<file path="src/rtl/lfsr_arbiter.sv">
// Round-robin burst arbiter that streams words from a 16-bit Fibonacci LFSR to the granted requester.
// Optional build macro: LFSR_LOCKUP_GUARD_EN replaces an all-zero LFSR with SEED on the next edge.
module lfsr_arbiter #(
  parameter int          NUM_REQ   = 4,
  parameter int          BURST_LEN = 4,
  parameter logic [15:0] SEED      = 16'hACE1
) (
  input  logic               clk,
  input  logic               nReset,
  input  logic [NUM_REQ-1:0] req,
  output logic [NUM_REQ-1:0] gnt,
  output logic [15:0]        data,
  output logic               valid,
  input  logic               ready,
  input  logic               seed_load,
  input  logic [15:0]        seed_in,
  output logic               busy,
  output logic               burst_done
);

  localparam int PW = (NUM_REQ > 1) ? $clog2(NUM_REQ) : 1;

  typedef enum logic {
    IDLE  = 1'b0,
    BURST = 1'b1
  } state_t;

  state_t             state_reg, state_next;
  logic [PW-1:0]      ptr_reg, ptr_next;
  logic [PW-1:0]      gidx_reg, gidx_next;
  logic [NUM_REQ-1:0] gnt_reg, gnt_next;
  logic [7:0]         cnt_reg, cnt_next;
  logic [15:0]        lfsr_reg, lfsr_next;
  logic               bd_reg, bd_next;

  logic [15:0]        lfsr_step;
  logic [PW-1:0]      cand [NUM_REQ];
  logic [PW-1:0]      pick_idx;
  logic               pick_found;
  logic [NUM_REQ-1:0] gnt_dec;
  logic [PW-1:0]      ptr_inc;
  logic               last_word;

  assign lfsr_step = {lfsr_reg[14:0], lfsr_reg[15] ^ lfsr_reg[13] ^ lfsr_reg[12] ^ lfsr_reg[10]};

  // cand[k] is the requester index k positions after the pointer, wrapped modulo NUM_REQ
  genvar gi;
  generate
    for (gi = 0; gi < NUM_REQ; gi++) begin : g_cand
      logic [PW:0] sum;
      assign sum      = {1'b0, ptr_reg} + (PW+1)'(gi);
      assign cand[gi] = (sum >= (PW+1)'(NUM_REQ)) ? PW'(sum - (PW+1)'(NUM_REQ)) : sum[PW-1:0];
    end
  endgenerate

  // Walk from the farthest candidate back to the nearest so the nearest requester wins
  always_comb begin
    pick_found = 1'b0;
    pick_idx   = '0;
    for (int i = NUM_REQ - 1; i >= 0; i--) begin
      if (req[cand[i]]) begin
        pick_found = 1'b1;
        pick_idx   = cand[i];
      end
    end
  end

  generate
    for (gi = 0; gi < NUM_REQ; gi++) begin : g_dec
      assign gnt_dec[gi] = (pick_idx == PW'(gi));
    end
  endgenerate

  assign ptr_inc   = (gidx_reg == PW'(NUM_REQ - 1)) ? '0 : gidx_reg + 1'b1;
  assign last_word = (cnt_reg == 8'(BURST_LEN - 1));

  always_comb begin
    state_next = state_reg;
    ptr_next   = ptr_reg;
    gidx_next  = gidx_reg;
    gnt_next   = gnt_reg;
    cnt_next   = cnt_reg;
    lfsr_next  = lfsr_reg;
    bd_next    = 1'b0;
    case (state_reg)
      IDLE: begin
        gnt_next = '0;
        if (seed_load) begin
          lfsr_next = seed_in;
        end
        if (pick_found) begin
          state_next = BURST;
          gidx_next  = pick_idx;
          gnt_next   = gnt_dec;
          cnt_next   = '0;
        end
      end
      BURST: begin
        // valid is high throughout BURST, so ready alone marks an accepted word
        if (ready) begin
          lfsr_next = lfsr_step;
        end
        if (ready && last_word) begin
          state_next = IDLE;
          gnt_next   = '0;
          ptr_next   = ptr_inc;
          bd_next    = 1'b1;
        end else if (!req[gidx_reg]) begin
          state_next = IDLE;
          gnt_next   = '0;
          ptr_next   = ptr_inc;
        end else if (ready) begin
          cnt_next = cnt_reg + 8'd1;
        end
      end
      default: begin
        state_next = IDLE;
        gnt_next   = '0;
      end
    endcase
`ifdef LFSR_LOCKUP_GUARD_EN
    // An explicit seed load in IDLE still takes precedence over the recovery value
    if ((lfsr_reg == 16'h0000) && !((state_reg == IDLE) && seed_load)) begin
      lfsr_next = SEED;
    end
`endif
  end

  always_ff @(posedge clk or negedge nReset) begin
    if (!nReset) begin
      state_reg <= IDLE;
      ptr_reg   <= '0;
      gidx_reg  <= '0;
      gnt_reg   <= '0;
      cnt_reg   <= '0;
      lfsr_reg  <= SEED;
      bd_reg    <= 1'b0;
    end else begin
      state_reg <= state_next;
      ptr_reg   <= ptr_next;
      gidx_reg  <= gidx_next;
      gnt_reg   <= gnt_next;
      cnt_reg   <= cnt_next;
      lfsr_reg  <= lfsr_next;
      bd_reg    <= bd_next;
    end
  end

  assign gnt        = gnt_reg;
  assign data       = lfsr_reg;
  assign valid      = (state_reg == BURST);
  assign busy       = (state_reg != IDLE);
  assign burst_done = bd_reg;

endmodule

</file>
<file path="config.mk">
export PLATFORM = sky130hd
export DESIGN_NAME = lfsr_arbiter
export DESIGN_NICKNAME = d
export VERILOG_FILES = /design/src/rtl/lfsr_arbiter.sv
export SDC_FILE = /design/constraint.sdc
export NUM_CORES = 1
export LEC_CHECK = 0
export CAP_MARGIN = 5
export CORE_MARGIN = 4
export CORE_UTILIZATION = 43
export DETAILED_ROUTE_END_ITERATION = 12
export GPL_TIMING_DRIVEN = 0
export PLACE_DENSITY = 0.86
export SYNTH_ARGS = -nofsm -noshare
export SYNTH_HDL_FRONTEND = slang
export SYNTH_SLANG_ARGS = --single-unit
</file>
<file path="constraint.sdc">
create_clock -name clk -period 1.6 [get_ports clk]
set_clock_uncertainty 0.05 [all_clocks]
set_input_delay 0.32 -clock clk [delete_from_list [all_inputs] [get_ports clk]]
set_output_delay 0.32 -clock clk [all_outputs]
set_load 0.02 [all_outputs]
</file>
==> key figures <==
Run status
  – Outcome: finished, violations left
  – Failing checks: setup timing

Routing
  – DRT Wirelength: 4210 um
  – # DRC: 0
  – Post-DR vias/cell: 5.29
  – TritonRoute pass-1 iters: 4
  – Via Count: 1423
  – Antenna Nets Post-Route: 0
  – WL per Instance: 15.6 um
  – Initial DRC Count: 97

Synth
  – Area contributors post-synth: dfrtp_1, dfstp_2, mux2i_1, o21ai_0, nand2_1
  – Top-count cell post-synth: dfrtp_1
  – Syn_nets: 188
  – Unique masters post-synth: 35
  – Post-synthesis sequential area ratio: 50.2%
  – Synthesized cell area: 0.00171 mm^2
  – Seq cells post-synth: 34
  – Synthesized instance count: 162
  – Commonest cells post-synth: dfrtp_1, nand2_1, mux2i_1
  – Yosys warns: 0
  – Mean Syn Cell Area: 10.6 um^2
  – Number of flops mapped to enable cells by yosys: 0
  – Post-synth ARST share: 100%
  – Area leader, netlist: dfrtp_1
  – Top FF cell, synth: dfrtp_1
  – Synth top area share: 38.0%

Global route
  – Largest net degree at the start of global routing: 35
  – First-pass GRT wire length: 6830 um
  – Remaining Overflow, GRT: 0
  – Initial antenna violation count: 0
  – GRT Util Overall: 17.3%
  – Vias in the first global route: 1449

Timing
  – RSZ-0062 raised after global routing: true
  – WHS: 0.0553 ns
  – Setup-failing EPs final: 10
  – Final hold vios: 0
  – Fin crit share: 109%
  – Least-Margin Pin Slew: 0.764 ns
  – Slew Limit Fails: 0
  – Slew HR: 49.0%
  – Max Freq: 0.572 GHz
  – Final setup TNS: -0.738 ns
  – Crit path time final: 1.75 ns
  – Setup slack after layout: -0.147 ns

Pwr
  – Power, Total: 0.00448 W
  – Worst vdd ir: 0.00104 V
  – Static leakage: 1.15 nW
  – Cell area power density: 1860 mW/mm^2

Clocking
  – Root buffer cell: clkbuf_8
  – CTS tree: built
  – CTS Sinks: 34
  – H-tree levels: 2
  – Hold Buf Count CTS: 0
  – Inserted Clock Buffers: 5
  – Max Root-Sink Buffers: 2
  – Worst skew pair latency: 0.28 ns
  – Worst-path clk slew: 0.07 ns

Place
  – Hpwl dp: 2950 um
  – Number of port buffers: 46
  – Place WS: -0.548 ns
  – GP Congestion: 0.776

Flow run
  – Max-cap violations: 0

Die
  – Core Area: 0.00374 mm^2
  – Die area: 0.00506 mm^2
  – Starting Density: 45.8%
  – I/O pin total: 47
  – Die H: 71.1 um
  – Row cnt: 22
  – Die Span X: 71.1 um

Critical path
  – Crit path max fanout: 6
  – WP data required: 1.72 ns
  – Kind of critical path: flop to flop
  – Worst EP arrival: 1.87 ns
  – Startpoint types: flop
  – Critical path capture point type: flop

Final layout
  – Max reg flops: 16
  – Layout cells sized above 1: 22.2%
  – Final-stage net count: 246
  – Area Growth Syn to Fin: 40.4%
  – # diodes: 0

Worst hold path
  – Hold Crit Class: input pin to asynchronous set/reset pin
[kinds of logic after synthesis]
logic type | Yosys count | synth area share (%)
buffers and inverters | 12 | 3.07
xor gates and xnor gates | 5 | 2.56
DFF | 34 | 50.2
AOI/OAI and AO/OA | 33 | 12.3
and+or+nand+nor | 52 | 15.5
adders and majority gates | 2 | 1.46
muxes | 24 | 15.0
[final timing paths]
check / startpoint / end / slack (ns) / depth (start not counted)
worst max-delay path: cnt_reg[3] / gnt[3] / -0.15 / 4
worst min-delay path: nReset / data[4] / 0.06 / 1
worst max register to register: cnt_reg[3] / gnt[3] / -0.15 / 4
worst min register to register: data[7] / data[7] / 0.44 / 2
max in group asynchronous: nReset / busy / 0.91 / 1
min in group clk: data[7] / data[7] / 0.44 / 2
[final cells by class]
type                       count  area [um^2]
clock inverter                 1         5.00
inverter                       5         18.8
buffer                         7         45.0
timing repair buffer          51          473
multi-input combinational    116          856
fill                         309         1340
tap                           48         60.1
clock buffer                   7         86.3
sequential                    34          862
[power breakdown]
part / leakage, nW / total, W / switching [W] / internal (W)
clock network: 0.0482 / 0.000658 / 0.000311 / 0.000347
registers: 0.421 / 0.00155 / 0.000288 / 0.00126
logic: 0.684 / 0.00228 / 0.00123 / 0.00105
total: 1.15 / 0.00448 / 0.00183 / 0.00265
[stage by stage]
| stage | util, % | std cells | cell area, um^2 |
|---|---|---|---|
| floorplan | - | 162 | 1710 |
| CTS | 62.8 | 268 | 2350 |
| global route | 64.3 | 269 | 2410 |
| detailed placement | 59.6 | 256 | 2230 |
| global placement | 59.7 | 256 | 2230 |
| finish | 64.3 | 269 | 2410 |
[per-layer routing]
| metal | wire length, um | GRT usage, % |
|---|---|---|
| met5 | 0 | 0 |
| met4 | 107 | 8.35 |
| met2 | 2040 | 26.7 |
| met1 | 1920 | 23.2 |
| met3 | 144 | 3.84 |
[critical path, cell delays in order, from the launching register on]
cell and delay (ns):
dfrtp_1 0.43, nor4_2 0.32, nand4_1 0.33, and3_4 0.30
a32o_1 0.20
[layout by cell type, fill, tap and decap left out, drive strengths merged, types with 2 or more instances in the layout]
cell type and count:
mux2i 20, xnor2 2, a21oi 4, nand4 3, nand2b 2, nor4 2, inv 5, clkbuf 12
and3 3, ha 2, buf 9, xor2 3, clkdlybuf4s50 18, o32ai 2, and4 3, o21ai 19
dlygate4sd2 25, mux2 3, nand3 6, dfrtp 26, a32o 2, nor2 7, nand2 23, dfstp 8
[repair_timing]
action / CTS / global route
cloned: 0 / 0
pin swaps: 5 / 5
endpoints found under the setup margin: 52 / 32
setup buffers: 4 / 1
gates resized for setup: 38 / 14
(Power assumes the default switching activity.)
